<file path="src/rtl/usb_data_buffer.sv">
// rtl/usb_data_buffer.sv - 64-byte circular FIFO shared by USB RX and AHB/TX paths
// Optional error flags (overflow/underflow) enabled with USB_DATA_BUFFER_ERR_FLAGS_EN.
module usb_data_buffer #(
  parameter int DEPTH  = 64,
  parameter int ADDR_W = 6
) (
  input  logic              clk,
  input  logic              n_rst,
  input  logic              flush,
  input  logic              clear,
  input  logic              store_rx_packet_data,
  input  logic [7:0]        rx_packet_data,
  input  logic              store_tx_data,
  input  logic [7:0]        tx_data,
  input  logic              get_rx_data,
  input  logic              get_tx_packet_data,
  output logic [7:0]        rx_data,
  output logic [7:0]        tx_packet_data,
`ifdef USB_DATA_BUFFER_ERR_FLAGS_EN
  output logic              overflow,
  output logic              underflow,
`endif
  output logic [ADDR_W:0]   buffer_occupancy
);

  localparam logic [ADDR_W:0] PTR_ONE = {{ADDR_W{1'b0}}, 1'b1};

  logic [7:0]      mem [DEPTH];
  logic [ADDR_W:0] wptr, rptr, wptr_nxt, rptr_nxt;
  logic            empty, full, wr_req, rd_req, wr_en, rd_en, do_flush;
  logic [7:0]      wr_byte;

  assign empty    = (wptr == rptr);
  assign full     = (wptr[ADDR_W-1:0] == rptr[ADDR_W-1:0]) && (wptr[ADDR_W] != rptr[ADDR_W]);
  assign wr_req   = store_rx_packet_data | store_tx_data;
  assign rd_req   = get_rx_data | get_tx_packet_data;
  assign do_flush = flush | clear;
  // The RX byte wins when both writers collide in one cycle.
  assign wr_byte  = store_rx_packet_data ? rx_packet_data : tx_data;

  // Accept decisions and next pointer values; a read frees a slot so a full buffer can also take a write.
  always_comb begin
    rd_en    = 1'b0;
    wr_en    = 1'b0;
    wptr_nxt = wptr;
    rptr_nxt = rptr;
    if (do_flush) begin
      wptr_nxt = '0;
      rptr_nxt = '0;
    end else begin
      rd_en = rd_req & ~empty;
      wr_en = wr_req & (~full | rd_en);
      if (rd_en) rptr_nxt = rptr + PTR_ONE;
      if (wr_en) wptr_nxt = wptr + PTR_ONE;
    end
  end

  // Pointer and registered occupancy; the extra pointer MSB makes the modulo difference reach 64.
  always_ff @(posedge clk or negedge n_rst) begin
    if (!n_rst) begin
      wptr             <= '0;
      rptr             <= '0;
      buffer_occupancy <= '0;
    end else begin
      wptr             <= wptr_nxt;
      rptr             <= rptr_nxt;
      buffer_occupancy <= wptr_nxt - rptr_nxt;
    end
  end

  // Storage array, deliberately left unreset.
  always_ff @(posedge clk) begin
    if (wr_en) mem[wptr[ADDR_W-1:0]] <= wr_byte;
  end

  // Registered head byte, steered to the AHB side when both consumers ask at once.
  always_ff @(posedge clk or negedge n_rst) begin
    if (!n_rst) begin
      rx_data        <= '0;
      tx_packet_data <= '0;
    end else if (rd_en) begin
      if (get_rx_data) rx_data        <= mem[rptr[ADDR_W-1:0]];
      else             tx_packet_data <= mem[rptr[ADDR_W-1:0]];
    end
  end

`ifdef USB_DATA_BUFFER_ERR_FLAGS_EN
  // Sticky drop/ignore indicators, cleared with the buffer.
  always_ff @(posedge clk or negedge n_rst) begin
    if (!n_rst) begin
      overflow  <= 1'b0;
      underflow <= 1'b0;
    end else if (do_flush) begin
      overflow  <= 1'b0;
      underflow <= 1'b0;
    end else begin
      if ((wr_req && !wr_en) || (store_rx_packet_data && store_tx_data)) overflow <= 1'b1;
      if (rd_req && empty && !wr_req) underflow <= 1'b1;
    end
  end
`endif

endmodule

</file>
<file path="config.mk">
export PLATFORM = sky130hd
export DESIGN_NAME = usb_data_buffer
export DESIGN_NICKNAME = d
export VERILOG_FILES = /design/src/rtl/usb_data_buffer.sv
export SDC_FILE = /design/constraint.sdc
export NUM_CORES = 1
export LEC_CHECK = 0
export BUFFER_PORTS_ARGS = -buffer_cell sky130_fd_sc_hd__buf_2
export CAP_MARGIN = 25
export CELL_PAD_IN_SITES_DETAIL_PLACEMENT = 1
export CELL_PAD_IN_SITES_GLOBAL_PLACEMENT = 2
export CORE_MARGIN = 2
export CORE_UTILIZATION = 25
export DETAILED_ROUTE_END_ITERATION = 16
export PLACE_DENSITY = 0.56
export SLEW_MARGIN = 5
export SYNTH_ARGS = -nofsm -noshare
export SYNTH_HDL_FRONTEND = slang
export SYNTH_SLANG_ARGS = --single-unit
</file>
<file path="constraint.sdc">
create_clock -name clk -period 2.8 [get_ports clk]
set_input_delay 0.14 -clock clk [delete_from_list [all_inputs] [get_ports clk]]
set_output_delay 0.14 -clock clk [all_outputs]
set_load 0.03 [all_outputs]
</file>
* After elaboration in Yosys (flattened, before gate mapping)
Memory sizes are Yosys's and may differ from the RTL's.
Cells that the tools add are included.
W data, S select, Z words.
** Operators by class
- Reductions and logical operators :: 3
- Add/sub/neg operators :: 3
- Equality and inequality tests :: 3
- Bitwise gates (word level) :: 9
- Muxes and demuxes :: 9
** Operators by type and width (count)
- $mux W7 :: 4
- $add A7 B1 Y7 const B :: 2
- $mux W8 :: 1
- $eq A7 B7 Y1 :: 1
- $sub A7 B7 Y7 :: 1
- $eq A6 B6 Y1 :: 1
- $mux W1 :: 4
- $or A1 B1 Y1 :: 4
- $reduce_and A2 Y1 :: 2
- $not A1 Y1 :: 3
- $and A1 B1 Y1 :: 2
- $logic_and A1 B1 Y1 :: 1
- $ne A1 B1 Y1 :: 1
** Word-level totals
- Bits in writable memories :: 512
- Output and inout bits :: 23
- Bits of input ports :: 24
- Register bits after elaboration :: 37
- Word-level logic and storage cells :: 33
- Memories :: 1
** Memories
- mem :: depth 64, width 8, read ports 1, clocked after Yosys merged registers in 0, wr ports 1, line 28 : logic [7:0] mem [DEPTH];

* Longest topological paths before layout
Gate-level depths: netlist of the first run.
- Word-level depth :: 8
- Mapped depth :: 15
- Depth with buffers taken out :: 14

* Least setup slack after synthesis of the first run
Ideal clock, no wire load.
- Kind :: flip-flop to flip-flop
- Start point :: register wptr[0]
- End point :: register buffer_occupancy[6]
- Required time :: 2.720 ns
- Slack :: -0.189 ns
- Stages on the path, launching flop included :: 16
- Library setup time :: 0.080 ns
- Data arrival time :: 2.909 ns
- Buffers on the path :: 1
- Path through :: dfrtp_1 -> buf_6 -> xor2_1 -> nor4_4 -> nand4_2 -> nand2_1 -> xor2_1 -> nand2b_1 -> ha_1 -> fa_1 -> nor2b_1 -> o21ai_0 -> nand2b_1 -> nand2_1 -> o31ai_2 -> xnor2_1
** On the way
- Cells in the longest elaborated chain, start to end :: 8
** Ends and longest elaborated chain
- start: declaration :: line 29 : logic [ADDR_W:0] wptr, rptr, wptr_nxt, rptr_nxt;
- start signal: assignment :: line 65 : wptr <= wptr_nxt;
- $eq A7 B7 Y1 / $eq A6 B6 Y1 (equally long branches) :: line 33, 34
- $not A1 Y1 / $logic_and A1 B1 Y1 (equally long branches) :: line 51, 34
- $and A1 B1 Y1 / $not A1 Y1 (equally long branches) :: line 51, 52
- $or A1 B1 Y1 :: line 52 : wr_en = wr_req & (~full | rd_en);
- $and A1 B1 Y1 :: line 52
- $mux W7 :: line 54 : if (wr_en) wptr_nxt = wptr + PTR_ONE;
- $mux W7 :: line 47 : if (do_flush) begin
- $sub A7 B7 Y7 * :: line 67 : buffer_occupancy <= wptr_nxt - rptr_nxt;
- end signal: assignment :: line 67
- end: declaration :: line 23 : output logic [ADDR_W:0] buffer_occupancy
Mark *: on every way between the ends. The rest lies on a longest branch, timed or not.
A chain may end at the register's enable or synchronous reset.

* Worst setup path after layout of the first run
- Start point :: register rptr[0]
- End point :: register buffer_occupancy[6]
** On the way
- Cells in the longest elaborated chain, start to end :: 8
** Ends and longest elaborated chain
- start: declaration :: line 29
- start signal: assignment :: line 66 : rptr <= rptr_nxt;
- $eq A7 B7 Y1 / $eq A6 B6 Y1 (equally long branches) :: line 33, 34
- $not A1 Y1 / $logic_and A1 B1 Y1 (equally long branches) :: line 51, 34
- $and A1 B1 Y1 / $not A1 Y1 (equally long branches) :: line 51, 52
- $or A1 B1 Y1 * :: line 52
- $and A1 B1 Y1 * :: line 52
- $mux W7 * :: line 54
- $mux W7 * :: line 47
- via wptr_nxt[5] :: line 29
- $sub A7 B7 Y7 * :: line 67
Mark *: on every way through the listed nets, which the timed path passes. The rest lies on a longest branch.

==> flow_metrics.tcl, run 1 <==
set metrics [dict create \
    status "finished with violations" \
    violations "setup timing" \
    clk-insertion-delay-late_ns 0.62 \
    routedWlPerCell_um 23.3 \
    route.detailed.drc 0 \
    p_sw_mw 3.93 \
    drv_cap 0 \
    port_buffers 46 \
    switching_share_pct 21.5 \
    grt_antenna_before_repair 0 \
    start_util_pct 25.1 \
    setup_viol 1 \
    drt_pre_antenna_iters 4 \
    grt_pass1_wl_um 83700 \
    fin_setup_tns_ns -0.000288 \
    grt_max_degree 65 \
    synth_area_sq_mm 0.0217 \
    routed_via_density 4.49 \
    pwr-share-seq_pct 50.3 \
    syn-instance-count 1088 \
    crit_path_max_fanout 7 \
    finalMaxSlewViolations 0 \
    cts.sinks 549 \
    core_region_area_sq_mm 0.0863 \
    drt-total-wl_um 57600 \
    core.rowCount 108 \
    synth_top_family_by_area "multiplexers" \
    drive_gt1_share_pct 42.6 \
    cts-buffers-inserted 59 \
    start_kind "flop" \
    combPwrFrac_pct 6.5 \
    fin_skew_ns 0.0226 \
    grt_use_met2_pct 20.6 \
    async_flop_share_pct 6.74 \
    critPathKind "reg2reg" \
    max_freq_ghz 0.357 \
    ys_ff_latch 549 \
    synth_xor_area_share_pct 0.889 \
    place_hpwl_um 35800 \
    die_w_um 298 \
    crit_top_cell "buf_4" \
    num_vias 11100 \
    place_area_sq_mm 0.0240 \
    final_nets 1298 \
    slew_headroom_pct 37.4 \
    post-route-period-util_pct 100 \
    synth_ff_type "edfxtp_1" \
    synthSimpleGateAreaFrac_pct 3.45 \
    overflow 0 \
    dieArea_sq_mm 0.0891 \
    p_leak_nw 8.63 \
    syn2layout_area_growth_pct 25.4 \
    arrival_ns 3.30 \
    p_int_mw 14.4 \
    cts.clk_slew.worst_paths_ns 0.06 \
    powerDensity_mw_per_mm2 673 \
    rsz0062_at_grt "yes" \
    grt-busiest-layer "met2" \
    diodes 0 \
    tightest_slew_ns 0.935 \
    first_global_vias 11800 \
    fp.dieH_um 298 \
    cts_buffer_depth 3 \
    layout_setup_ws_ns -0.000288 \
    ant_nets 0 \
    peakVddDrop_mv 0.388 \
    drt_iter0_markers 667 \
    use_met1_pct 17.8 \
    path_cells "xor2_2 -> nor4_4 -> buf_4 -> nand4_4 -> buf_6 -> nand3_2 -> buf_4 -> or3_1 -> a21oi_2 -> ha_1 -> a21oi_1 -> o31ai_2 -> xnor2_1" \
    finalHoldViolations 0 \
    synthAdderAreaFrac_pct 0.554 \
    endpoint_kind "flop" \
    pin_count 47 \
    ys_seq_area_share_pct 75.2 \
    mostFrequentLayoutCell "edfxtp_1" \
    min_path_type "in2reg" \
    root_buffer "clkbuf_16" \
    grt_use_total_pct 12.7 \
    slowest_delay_ns 0.50 \
    gr-usage-met3_pct 1.98 \
    fin_crit_ns 2.80 \
    yosysUniqueCellTypes 42 \
    synth_compound_area_share_pct 3.68 \
    cts_tree "done" \
    synth.avg_cell_area_sq_um 19.9 \
    clockPowerShare_pct 43.2 \
    cts-htree-levels 2 \
    synth_nets 1121 \
    muxShareOfSynthArea_pct 14.7 \
    slowest_stage "dfrtp_4" \
    routabilityCongestion 0.758 \
    postLayoutCellArea_sq_mm 0.0272 \
    synth_edf_count 512 \
    fillers 8679 \
    required_ns 3.30 \
    yosys_warnings 0 \
    layout_common_cells "edfxtp_1, mux4_2, buf_4" \
]
[state kept, by name, summed over array words and instances (netlist names)]
signal,cells
rx_data,8
tx_packet_data,8
buffer_occupancy,7
rptr,7
mem,512
wptr,7
[cell usage after synthesis, types with 3 or more instances]
| cell | number | area share [%] |
|---|---|---|
| nand2_1 | 34 | 0.59 |
| o21ai_0 | 3 | 0.069 |
| a22oi_1 | 64 | 2.2 |
| a211oi_1 | 9 | 0.31 |
| xor2_1 | 15 | 0.61 |
| inv_1 | 8 | 0.14 |
| mux2_2 | 24 | 1.2 |
| clkbuf_1 | 30 | 0.52 |
| buf_6 | 6 | 0.31 |
| edfxtp_1 | 512 | 71 |
| a21oi_1 | 38 | 0.88 |
| ha_1 | 8 | 0.46 |
| nor2b_1 | 6 | 0.17 |
| buf_4 | 4 | 0.14 |
| buf_2 | 10 | 0.23 |
| dfrtp_1 | 37 | 4.3 |
| and3_1 | 3 | 0.087 |
| nor2_1 | 85 | 1.5 |
| buf_1 | 12 | 0.21 |
| xnor2_1 | 7 | 0.28 |
| or2_2 | 3 | 0.087 |
| nand2b_1 | 8 | 0.23 |
| nand3_1 | 8 | 0.18 |
| nand4_1 | 3 | 0.087 |
| mux4_2 | 128 | 13 |
[per-layer routing]
| layer | vias to the layer above | routed length [um] | part of all wire [%] |
|---|---|---|---|
| met4 | 0 | 1130 | 2.0 |
| li1 | 4795 | - | - |
| met3 | 68 | 1800 | 3.1 |
| met2 | 180 | 27900 | 48 |
| met5 | - | 0 | 0 |
| met1 | 6034 | 26800 | 46 |
[cell type report]
class                   instances  area (sq um)  area share, %
flip-flops and latches        549         16300           60.0
well taps                    1155          1450           5.31
repair buffers                178          1590           5.85
clock buffers                  80          1660           6.10
clock inverters                30           312           1.15
inverters                       8          32.5          0.120
multi-input cells             469          5840           21.5
[cells by family (layout without fill, tap and decap cells)]
kind of cell               count (synthesis)  count (layout)
AOI/OAI and AO/OA                        119             119
xor gates and xnor gates                  22              22
adders and majority gates                  9               9
buffers and inverters                     70             296
DFF                                      549             549
muxes                                    155             155
and+or+nand+nor                          164             164
[worst max-delay path: cells and delay by family, from the launching register on]
| family | cells | cell delay (ns) |
|---|---|---|
| buf+inv | 3 | 0.48 |
| fa+ha+maj | 1 | 0.29 |
| simple gates | 4 | 0.60 |
| flops | 1 | 0.50 |
| xor+xnor | 2 | 0.31 |
| compound gates | 3 | 0.50 |
[power groups by stage]
stage	sequential (mW)	combinational, mW	clock [mW]
after floorplan	9.54	0.444	0
after global placement	9.38	1.05	0
after detailed placement	9.38	1.07	0
after CTS	9.21	1.12	8.10
after global routing	9.21	1.27	8.37
final	9.20	1.19	7.90
[metrics by stage]
step	cells	util, %	setup WS [ns]	power, mW	hold slack, ns
floorplan	1088	-	-0.00681	9.99	-0.156
global placement	2327	27.8	-0.238	10.4	0.304
detailed placement	2327	27.8	-0.270	10.5	0.321
CTS	2454	30.6	-0.146	18.4	0.0467
global route	2469	31.5	-0.152	18.8	0.0886
finish	2469	31.5	-0.000288	18.3	0.0805
[final timing paths]
kind	endpoint	slack, ns	cells after the start	from
max	buffer_occupancy[6]	-0.0003	13	rptr[0]
min	rptr[6]	0.08	4	flush
max reg2reg	buffer_occupancy[6]	-0.0003	13	rptr[0]
min reg2reg	rx_data[3]	0.50	1	rx_data[3]
max in group asynchronous	rptr[2]	1.93	2	n_rst
min in group asynchronous	tx_packet_data[2]	0.20	2	n_rst
[timing repair]
action                                  CTS  global route
endpoints found under the hold margin    38             0
pin swaps                                12            32
endpoints found under the setup margin  449           175
buffers inserted                         12            13
gates resized for setup                  81           130
hold buffers                              3             0
cloned                                    2             3
Note: power is estimated with default switching activity, not from simulation.
==> run 2: changes to the inputs <==
--- a/config.mk
+++ b/config.mk
@@ -9,10 +9,9 @@
 export CAP_MARGIN = 25
 export CELL_PAD_IN_SITES_DETAIL_PLACEMENT = 1
 export CELL_PAD_IN_SITES_GLOBAL_PLACEMENT = 2
-export CORE_MARGIN = 2
-export CORE_UTILIZATION = 25
+export CORE_UTILIZATION = 44
 export DETAILED_ROUTE_END_ITERATION = 16
-export PLACE_DENSITY = 0.56
+export PLACE_DENSITY_LB_ADDON = 0.3
 export SLEW_MARGIN = 5
 export SYNTH_ARGS = -nofsm -noshare
 export SYNTH_HDL_FRONTEND = slang
==> flow_metrics.tcl, run 2 (same netlist as run 1, synthesis figures left out) <==
set metrics [dict create \
    layout_common_cells "edfxtp_1, mux4_2, buf_4" \
    grt_use_total_pct 21.4 \
    place_hpwl_um 33100 \
    cts.clk_slew.worst_paths_ns 0.06 \
    critPathKind "reg2reg" \
    min_path_type "in2reg" \
    violations "setup timing" \
    fp.dieH_um 224 \
    setup_viol 1 \
    grt_antenna_before_repair 0 \
    root_buffer "clkbuf_16" \
    endpoint_kind "flop" \
    routabilityCongestion 0.889 \
    port_buffers 46 \
    cts_tree "done" \
    pre_cts_ws_ns 0.0143 \
    drv_cap 0 \
    mostFrequentLayoutCell "edfxtp_1" \
    cts-htree-levels 2 \
    overflow 0 \
    largest_reg_flops 512 \
    finalHoldViolations 0 \
    final_nets 1305 \
    grt_max_degree 65 \
    clk-insertion-delay-late_ns 0.60 \
    fin_setup_tns_ns -0.0222 \
    core_region_area_sq_mm 0.0481 \
    drt-total-wl_um 52700 \
    peakVddDrop_mv 0.423 \
    drt_iter0_markers 796 \
    layout_setup_ws_ns -0.0222 \
    drt_pre_antenna_iters 6 \
    routedWlPerCell_um 26.7 \
    grt_pass1_wl_um 76800 \
    finalMaxSlewViolations 0 \
    start_kind "flop" \
    fin_crit_ns 2.82 \
    pin_count 47 \
    utilization_pct 53.1 \
    worst_hold_slack_ns 0.00808 \
    drive_gt1_share_pct 35.1 \
    ant_nets 0 \
    first_global_vias 11400 \
    diodes 0 \
    p_leak_nw 8.43 \
    rsz0062_at_grt "yes" \
    cts_buffer_depth 3 \
    start_util_pct 45.0 \
    dieArea_sq_mm 0.0502 \
    fin_skew_ns 0.0144 \
    num_vias 11100 \
    arrival_ns 3.33 \
    max_freq_ghz 0.354 \
    seq_area_sq_mm 0.0163 \
    cts.sinks 549 \
    slew_headroom_pct 30.9 \
    die_w_um 224 \
    routed_via_density 5.61 \
    cts-buffers-inserted 55 \
    fillers 4317 \
    tightest_slew_ns 1.04 \
    core.rowCount 80 \
    multi_input_area_sq_mm 0.00520 \
    powerDensity_mw_per_mm2 674 \
    post-route-period-util_pct 101 \
    status "finished with violations" \
    syn2layout_area_growth_pct 17.8 \
    route.detailed.drc 0 \
    crit_path_max_fanout 3 \
    required_ns 3.31 \
]
run 2: cell types whose count changed in the layout (fill, tap and decap cells not counted), sizes merged:
cell      previous run  this run
buf                172       186
bufinv               7         2
clkbuf              83        74
clkinvlp             1         2
run 2: area by class of cell:
class | instances | area share, %
clock buffer | 74 | 5.83
sequential | 549 | 63.8
timing repair buffer | 189 | 5.97
clock inverter | 26 | 0.666
tap | 656 | 3.21
inverter | 8 | 0.118
multi-input combinational | 469 | 20.4
run 2: power breakdown:
part	switching [mW]	total, mW	internal, mW
clock network	3.00	6.89	3.89
logic	0.688	1.09	0.407
registers	0.0840	9.22	9.14
total	3.77	17.2	13.4
run 2: metrics by stage:
| stage | area [sq um] | cells | power [mW] |
|---|---|---|---|
| after CTS | 25200 | 1948 | 17.4 |
| after global routing | 25500 | 1971 | 17.7 |
| after global placement | 23500 | 1844 | 10.4 |
| after floorplan | 21700 | 1088 | 9.99 |
| after detailed placement | 23500 | 1845 | 10.5 |
| final | 25500 | 1971 | 17.2 |
run 2: what timing repair did:
item	in CTS	in global routing
endpoints found under the setup margin	2	60
hold buffers	3	0
pin swaps	0	2
buffers inserted	0	24
endpoints found under the hold margin	38	0
resized for setup	2	37
run 2: critical path: stages (launching register included):
cell,delay [ns]
dfrtp_1,0.41
xor2_2,0.20
nor4_4,0.36
nand4_2,0.18
nand2_2,0.12
xor2_1,0.07
nand2b_4,0.14
ha_2,0.20
fa_2,0.37
nor2b_4,0.11
o21ai_1,0.06
nand2b_1,0.10
nand2_1,0.07
o31ai_2,0.20
xnor2_1,0.14
run 2: layer usage:
metal  global-route usage (%)  up-vias  share of wire (%)
li1                         -     4799                  -
met5                        0        -                  0
met4                     6.87        0                2.8
met3                     3.53       85                5.2
met2                     34.4      323                 48
met1                     30.2     5843                 44
run 2: path summary, 6_finish.rpt:
path                       depth (start not counted)  slack [ns]       start             endpoint
min reg2reg                                        1        0.51  rx_data[4]           rx_data[4]
max in group asynchronous                          2        1.97       n_rst              rptr[0]
max                                               14       -0.02     rptr[4]  buffer_occupancy[6]
min in group asynchronous                          2        0.20       n_rst           rx_data[0]
min                                                5       0.008       clear  buffer_occupancy[0]
max reg2reg                                       14       -0.02     rptr[4]  buffer_occupancy[6]
==> run 3: changes to the inputs <==
--- a/config.mk
+++ b/config.mk
@@ -16,3 +16,4 @@
 export SYNTH_ARGS = -nofsm -noshare
 export SYNTH_HDL_FRONTEND = slang
 export SYNTH_SLANG_ARGS = --single-unit
+export TNS_END_PERCENT = 50
==> flow_metrics.tcl, run 3 (same netlist as run 1, synthesis figures left out) <==
set metrics [dict create \
    final_cells 1966 \
    route.detailed.drc 0 \
    status "finished with violations" \
    pin_count 47 \
    min_path_type "in2reg" \
    setup_viol 1 \
    diodes 0 \
    grt_pass1_wl_um 76800 \
    start_util_pct 45.0 \
    grt_use_total_pct 21.4 \
    routedWlPerCell_um 26.7 \
    critPathBufInv 0 \
    num_vias 11000 \
    cts.sinks 549 \
    crit_path_max_fanout 3 \
    die_w_um 224 \
    drt_pre_antenna_iters 4 \
    routed_via_density 5.61 \
    fin_crit_ns 2.83 \
    first_global_vias 11400 \
    finalHoldViolations 0 \
    cts-htree-levels 2 \
    fp.dieH_um 224 \
    slew_headroom_pct 29.6 \
    powerDensity_mw_per_mm2 676 \
    largest_reg_flops 512 \
    cts.clk_slew.worst_paths_ns 0.06 \
    dp_cells 1845 \
    total_power_mw 17.2 \
    required_ns 3.31 \
    fin_setup_tns_ns -0.0311 \
    grt_max_degree 65 \
    arrival_ns 3.34 \
    cts_tree "done" \
    drt-total-wl_um 52500 \
    overflow 0 \
    mostFrequentLayoutCell "edfxtp_1" \
    pre_cts_ws_ns 0.0143 \
    post-route-period-util_pct 101 \
    core.rowCount 80 \
    dieArea_sq_mm 0.0502 \
    tightest_slew_ns 1.06 \
    drt_iter0_markers 814 \
    slowest_delay_ns 0.39 \
    core_region_area_sq_mm 0.0481 \
    drive_gt1_share_pct 33.8 \
    routabilityCongestion 0.889 \
    cts_buffer_depth 3 \
    critPathKind "reg2reg" \
    peakVddDrop_mv 0.424 \
    endpoint_kind "flop" \
    utilization_pct 52.9 \
    p_leak_nw 8.38 \
    path_cells "xor2_1 -> nor4_4 -> nand4_2 -> nand2_2 -> xor2_1 -> nand2b_1 -> ha_2 -> fa_2 -> nor2b_1 -> o21ai_0 -> nand2b_1 -> nand2_1 -> o31ai_2 -> xnor2_1" \
    clk-insertion-delay-late_ns 0.60 \
    layout_common_cells "edfxtp_1, mux4_2, buf_4" \
    place_hpwl_um 33100 \
    fin_skew_ns 0.0131 \
    port_buffers 46 \
    ant_nets 0 \
    rsz0062_at_grt "yes" \
    drv_cap 0 \
    grt_antenna_before_repair 0 \
    start_kind "flop" \
    cts-buffers-inserted 55 \
    slowest_stage "dfrtp_1" \
    root_buffer "clkbuf_16" \
    syn2layout_area_growth_pct 17.4 \
    max_freq_ghz 0.353 \
    crit_family "simple AND/OR/NAND/NOR gates" \
    finalMaxSlewViolations 0 \
    layout_setup_ws_ns -0.0311 \
    violations "setup timing" \
    final_nets 1300 \
]
==> run 3: final timing paths <==
path / start / end / slack (ns) / cells after the start
worst max-delay path: rptr[4] / buffer_occupancy[6] / -0.03 / 14
worst min-delay path: clear / buffer_occupancy[0] / 0.03 / 5
worst max register to register: rptr[4] / buffer_occupancy[6] / -0.03 / 14
worst min register to register: rx_data[7] / rx_data[7] / 0.51 / 1
max in group asynchronous: n_rst / rptr[0] / 1.95 / 2
min in group asynchronous: n_rst / rx_data[0] / 0.20 / 2
==> run 3: metrics by stage <==
step | area [sq um] | hold slack (ns)
after global placement | 23500 | 0.297
final | 25400 | 0.0306
after global routing | 25400 | 0.0472
after CTS | 25200 | 0.00368
after floorplan | 21700 | -0.156
after detailed placement | 23500 | 0.305
==> run 3: power breakdown <==
part           internal, mW  total (mW)  switching (mW)
Combinational         0.399        1.08           0.683
Clock                  3.89        6.90            3.01
Sequential             9.14        9.22          0.0836
==> run 3: final cells by class <==
cell class              instances  area (sq um)
clock inverters                26           170
fillers                      4325         22700
inverters                       8          30.0
repair buffers                184          1490
clock buffers                  74          1490
multi-input cells             469          5140
well taps                     656           821
flip-flops and latches        549         16300
==> run 3: timing repair <==
| item | in CTS | in global routing |
|---|---|---|
| hold buffers | 3 | 0 |
| pin swaps | 0 | 5 |
| endpoints found under the setup margin | 2 | 69 |
| endpoints found under the hold margin | 38 | 0 |
| gates resized for setup | 0 | 24 |
| gates cloned | 0 | 0 |
| buffers inserted | 0 | 18 |
==> run 3: per-layer routing <==
metal / wire length [um] / vias to the layer above / global-route usage [%] / part of all wire, %
met1: 22800 / 5830 / 30.2 / 43
met4: 1540 / 0 / 6.87 / 2.9
li1: - / 4784 / - / -
met2: 25300 / 322 / 34.3 / 48
met3: 2870 / 89 / 3.53 / 5.5
met5: 0 / - / 0 / 0
==> run 3: worst register-to-register path: cells and delay by family, from the launching register on <==
family	cells	cell delay, ns
and+or+nand+nor	7	1.12
DFF	1	0.39
adders and majority gates	2	0.56
xor gates and xnor gates	3	0.40
AOI/OAI and AO/OA	2	0.28
